[config.mk]
export PLATFORM = sky130hd
export DESIGN_NAME = tmds_ddr_sequencer
export DESIGN_NICKNAME = d
export VERILOG_FILES = /design/src/rtl/hdmi_tmds_pkg.sv /design/src/rtl/tmds_ddr_shifter.sv /design/src/rtl/tmds_ddr_sequencer.sv
export SDC_FILE = /design/constraint.sdc
export NUM_CORES = 1
export LEC_CHECK = 0
export ABC_CLOCK_PERIOD_IN_PS = 2000
export BUFFER_PORTS_ARGS = -buffer_cell sky130_fd_sc_hd__buf_2
export CORE_MARGIN = 5
export CORE_UTILIZATION = 25
export CTS_CLUSTER_SIZE = 24
export DETAILED_ROUTE_END_ITERATION = 7
export SYNTH_ARGS = -nofsm -noshare
export SYNTH_HDL_FRONTEND = slang
export SYNTH_SLANG_ARGS = --single-unit
[constraint.sdc]
create_clock -name clk_x5 -period 2 [get_ports clk_x5]
set_clock_uncertainty 0.05 [all_clocks]
set_input_delay 0.6 -clock clk_x5 [delete_from_list [all_inputs] [get_ports clk_x5]]
set_output_delay 0.6 -clock clk_x5 [all_outputs]
set_load 0.05 [all_outputs]
[src/rtl/hdmi_tmds_pkg.sv]
// Shared constants and state encoding for the HDMI TMDS output path.
package hdmi_tmds_pkg;

  localparam logic [9:0] TMDS_CTRL_00     = 10'b1101010100;
  localparam logic [9:0] TMDS_CLK_PATTERN = 10'b0000011111;

  localparam logic [2:0] PHASE_LOAD = 3'd2;
  localparam logic [2:0] PHASE_LAST = 3'd4;

  typedef enum logic [2:0] {
    WAIT_LOCK = 3'b001,
    SETTLE    = 3'b010,
    RUN       = 3'b100
  } seq_state_e;

endpackage

[src/rtl/tmds_ddr_shifter.sv]
// 10-bit TMDS word serialiser: emits two bits per clk_x5 cycle, LSB first,
// with the earlier bit in pair_o[1] (rising-edge DDR data).
module tmds_ddr_shifter (
  input  logic       clk_x5,
  input  logic       reset,
  input  logic       load_i,
  input  logic [9:0] word_i,
  output logic [1:0] pair_o
);

  logic [7:0] rest_q;
  logic [1:0] pair_q;

  // The first pair is registered straight from the load word so it appears
  // one cycle after the capture edge; the remaining eight bits queue behind it.
  always_ff @(posedge clk_x5) begin
    if (reset) begin
      rest_q <= '0;
      pair_q <= '0;
    end else if (load_i) begin
      pair_q <= {word_i[0], word_i[1]};
      rest_q <= word_i[9:2];
    end else begin
      pair_q <= {rest_q[0], rest_q[1]};
      rest_q <= {2'b00, rest_q[7:2]};
    end
  end

  assign pair_o = pair_q;

endmodule

[src/rtl/tmds_ddr_sequencer.sv]
// clk_x5-domain HDMI output sequencer: pixel clock generation, PLL-lock
// bring-up FSM, idle-symbol substitution and four DDR lane serialisers.
module tmds_ddr_sequencer
  import hdmi_tmds_pkg::*;
#(
  parameter int unsigned SETTLE_CYCLES = 4096,
  parameter int unsigned CNT_W         = 8
) (
  input  logic             clk_x5,
  input  logic             reset,
  input  logic             pll_locked,
  input  logic [9:0]       tmds_red,
  input  logic [9:0]       tmds_green,
  input  logic [9:0]       tmds_blue,
  output logic             pclk,
  output logic             video_rst,
  output logic             running,
  output logic [1:0]       out_tmds_red,
  output logic [1:0]       out_tmds_green,
  output logic [1:0]       out_tmds_blue,
  output logic [1:0]       out_tmds_clk,
  output logic [CNT_W-1:0] lock_loss_cnt
);

  localparam int unsigned SW = (SETTLE_CYCLES > 1) ? $clog2(SETTLE_CYCLES) : 1;

  logic [2:0]       phase_q, phase_d;
  logic             pclk_q;
  logic             lock_meta_q, lock_s_q;
  seq_state_e       state_q, state_d;
  logic [SW-1:0]    settle_q, settle_d;
  logic [CNT_W-1:0] loss_q, loss_d;
  logic             video_rst_q;

  assign phase_d = (phase_q == PHASE_LAST) ? 3'd0 : phase_q + 3'd1;

  always_comb begin
    state_d  = state_q;
    settle_d = settle_q;
    loss_d   = loss_q;
    case (state_q)
      WAIT_LOCK: begin
        settle_d = '0;
        if (lock_s_q) state_d = SETTLE;
      end
      SETTLE: begin
        // Lock loss wins over a settle count completing in the same cycle.
        if (!lock_s_q) begin
          state_d = WAIT_LOCK;
          if (loss_q != '1) loss_d = loss_q + CNT_W'(1);
        end else begin
          settle_d = settle_q + SW'(1);
          if (settle_q == SW'(SETTLE_CYCLES - 1)) state_d = RUN;
        end
      end
      RUN: begin
        if (!lock_s_q) begin
          state_d = WAIT_LOCK;
          if (loss_q != '1) loss_d = loss_q + CNT_W'(1);
        end
      end
      default: state_d = WAIT_LOCK;
    endcase
  end

  always_ff @(posedge clk_x5) begin
    if (reset) begin
      phase_q     <= '0;
      pclk_q      <= 1'b0;
      lock_meta_q <= 1'b0;
      lock_s_q    <= 1'b0;
      state_q     <= WAIT_LOCK;
      settle_q    <= '0;
      loss_q      <= '0;
      video_rst_q <= 1'b1;
    end else begin
      phase_q     <= phase_d;
      pclk_q      <= (phase_d == 3'd0) || (phase_d == 3'd1);
      lock_meta_q <= pll_locked;
      lock_s_q    <= lock_meta_q;
      state_q     <= state_d;
      settle_q    <= settle_d;
      loss_q      <= loss_d;
      video_rst_q <= (state_d != RUN);
    end
  end

  // Substitution is decided at capture time, so a word already in flight
  // always completes and no truncated symbol reaches the pins.
  logic       load;
  logic       is_run;
  logic [9:0] red_w, green_w, blue_w, clk_w;

  assign load    = (phase_q == PHASE_LOAD);
  assign is_run  = (state_q == RUN);
  assign red_w   = is_run ? tmds_red   : TMDS_CTRL_00;
  assign green_w = is_run ? tmds_green : TMDS_CTRL_00;
  assign blue_w  = is_run ? tmds_blue  : TMDS_CTRL_00;
  assign clk_w   = (state_q == WAIT_LOCK) ? 10'd0 : TMDS_CLK_PATTERN;

  tmds_ddr_shifter u_red   (.clk_x5(clk_x5), .reset(reset), .load_i(load), .word_i(red_w),   .pair_o(out_tmds_red));
  tmds_ddr_shifter u_green (.clk_x5(clk_x5), .reset(reset), .load_i(load), .word_i(green_w), .pair_o(out_tmds_green));
  tmds_ddr_shifter u_blue  (.clk_x5(clk_x5), .reset(reset), .load_i(load), .word_i(blue_w),  .pair_o(out_tmds_blue));
  tmds_ddr_shifter u_clk   (.clk_x5(clk_x5), .reset(reset), .load_i(load), .word_i(clk_w),   .pair_o(out_tmds_clk));

  assign pclk          = pclk_q;
  assign video_rst     = video_rst_q;
  assign running       = ~video_rst_q;
  assign lock_loss_cnt = loss_q;

endmodule

==> metrics.txt <==
status=finished clean; normalized max-slew margin=0.4677; CTS Root Cell=clkbuf_8; n_diodes=0; total CTS buffers=9; Routed WL per cell=12.76 um; # DRC=0; gpl congestion=approximately 0.72; PD cells=837.9 nW/um^2; area leader, netlist=dfxtp_1; first-pass GRT wire length=just under 10000 um; max_cap viols=0; initial DRC count=96; kind of critical path=register to register; row count=36; Seq. cell area=approximately 1300 sq um; Post-CTS Setup Inserts=0; most common cell after layout, fill and taps aside=dfxtp_1; static leakage=approximately 1.2 nW; clock-pin slew on the worst setup and hold paths=about 0.070 ns; worst hold slack=roughly 0.40 ns; Synth Cell Area=about 2500 sq um; distinct cell type count after synthesis=between 50 and 60; Setup WS post-layout=0.1882 ns; worst slack at placement=roughly 0.2 ns; detailed-route via count=around 2000; Final Hold Fails=0; # IOs=52; port bufs=between 50 and 60; cts repair resizes=0; FF-to-FF End=state_q[1]; RSZ-0062 raised after global routing=false; hold_sp=lock_meta_q; CP endpoint kind=register; die height=roughly 110 um; die width=between 100 and 150 um; die area=roughly 12000 sq um; WP data required=between 2 and 2.5 ns; Worst Tran Pin Value=between 0.7 and 0.8 ns; final slew viol count=0; asr flop ratio synth=0; Area Growth Syn to Fin=24.03%; Mapped Cells=252; maximum fanout along the worst path=6; hold endpoint=lock_s_q; Core Area=between 9000 and 10000 sq um; FILL cells=a little over 1000; Syn Nets=290; TNS Setup=0 ns; critical path launch point type=register; grt total ovfl=0; Arrival @ worst endpoint=around 2.0 ns; final period utilization=0.9059; register-to-register setup slack=0.19 ns; Num Clock Sinks=63; CTS Hold Bufs=0; Synth Register Bits=63; Critical R2R Launch=settle_q[0]; First-pass DRT Iterations=4; CTS tree=yes; CP startpoint=settle_q[0]; worst IR drop on VDD=around 0.24 mV; multi-input combinational cell area=1167 sq um; Total GRT Usage=0.09512; Post-synth EDFFs=0; final wirelength=roughly 5700 um; Final Setup Violations=0; most frequent cells in the layout=dfxtp_1 (63), buf_2 (51), nor2_1 (34), a22oi_1 (15), clkbuf_8 (11); Yosys warning count=0; Detail Route Antenna Nets=0; Clock Path Buffers=2; crit path time final=1.812 ns; Detail Placement HPWL=between 4000 and 5000 um; Yosys top cell area share=0.4963; largest net degree at the start of global routing=24; Avg Inst Size Synth=10.08 sq um; average vias per placed instance=4.457; H-tree levels=3; clk_lat worst skew=around 0.33 ns; Fmax=0.5519 GHz; cell count of the worst reg-to-reg path=4; vias in the first global route=between 1500 and 2000; layout cell share with drive strength beyond 1=0.2701; Hold Path Class=register to register; Top FF cell, synth=dfxtp_1; sequential area share after synthesis=0.4963; top post-synthesis cells by area=dfxtp_1 (50%), nor2_1 (5.0%), a22oi_1 (4.4%); Net count, final=344; initial antenna violation count=0; Initial Utilization=0.2576; WHS Path Cells=1
==> kinds of logic (layout without fill, tap and decap cells) <==
group / Yosys count / count (layout) / synth area share
AOI/OAI and AO/OA: 65 / 65 / 0.2073
xor gates and xnor gates: 11 / 11 / 0.04087
adders and majority gates: 5 / 5 / 0.02462
buffers and inverters: 25 / 84 / 0.04431
DFF: 63 / 63 / 0.4963
muxes: 3 / 3 / 0.01182
and+or+nand+nor: 80 / 80 / 0.1748
==> registers in the layout, indices dropped and copies added (netlist names) <==
name and cells:
u_red.rest_q 8, lock_s_q 1, u_clk.pair_o 2, u_green.rest_q 8, state_q 3, u_red.pair_o 2, video_rst 1, pclk 1
u_blue.pair_o 2, phase_q 3, u_blue.rest_q 8, settle_q 12, u_green.pair_o 2, lock_meta_q 1, lock_loss_cnt 8, u_clk.rest_q 1
==> through the flow <==
| step | cell area [sq um] | std cells | util | total power [mW] |
|---|---|---|---|---|
| global route | 3152 | 444 | 0.3195 | 2.765 |
| global placement | 2944 | 428 | 0.2985 | 1.547 |
| CTS | 3152 | 444 | 0.3195 | 2.691 |
| detailed placement | 2944 | 428 | 0.2985 | 1.551 |
| finish | 3152 | 444 | 0.3195 | 2.641 |
| floorplan | 2541 | 252 | - | 1.479 |
==> worst max-delay path: stages (launching register included) <==
cell and delay [ns]:
dfxtp_1 0.36, ha_1 0.25, and4_1 0.27, a311o_1 0.36, a2111oi_1 0.40
==> cells in the mapped netlist, types with 2 or more instances <==
cell,count
nand2b_1,2
and4_1,2
buf_2,3
nor2b_1,5
nor2_1,34
nor3_1,2
xor2_1,8
inv_1,9
buf_1,2
o21ai_0,3
ha_1,5
mux2i_1,3
clkbuf_1,8
a21oi_1,6
xnor2_1,2
nand4_1,3
a22oi_1,15
dfxtp_1,63
a21o_1,2
o21a_1,8
nand2_1,7
o2111ai_1,3
buf_4,2
o31ai_1,2
a211oi_1,4
o221a_1,9
and3_1,4
nand3_1,5
o211ai_1,3
or4_1,2
==> worst max-delay path by stage <==
stage                        to  cells after the start
2_1_floorplan  lock_loss_cnt[6]                      5
6_report             state_q[1]                      4
3_5_place_dp         state_q[1]                      4
5_1_grt        lock_loss_cnt[5]                      4
3_3_place_gp   u_blue.rest_q[2]                      3
4_1_cts              state_q[1]                      4
==> report_power, final <==
part / total [mW] / switching, mW / internal [mW]
Sequential: 1.32 / 0.0200 / 1.30
Clock: 1.12 / 0.480 / 0.641
Combinational: 0.200 / 0.117 / 0.0829
Total: 2.64 / 0.617 / 2.02
==> metal layers <==
metal	track usage	wire [um]	up-vias
li1	-	-	1024
met1	0.1195	2686	910
met2	0.1424	2518	37
met3	0.04585	394	8
met4	0.03202	66	0
met5	0	0	-
==> final cells by class <==
type / count / share of cell area
clock buffers: 11 / 0.04803
clock inverters: 5 / 0.01786
inverters: 9 / 0.01072
multi-input cells: 164 / 0.3704
flip-flops and latches: 63 / 0.4002
well taps: 133 / 0.05280
repair buffers: 59 / 0.1000
Power figures use the tool's default switching activity.
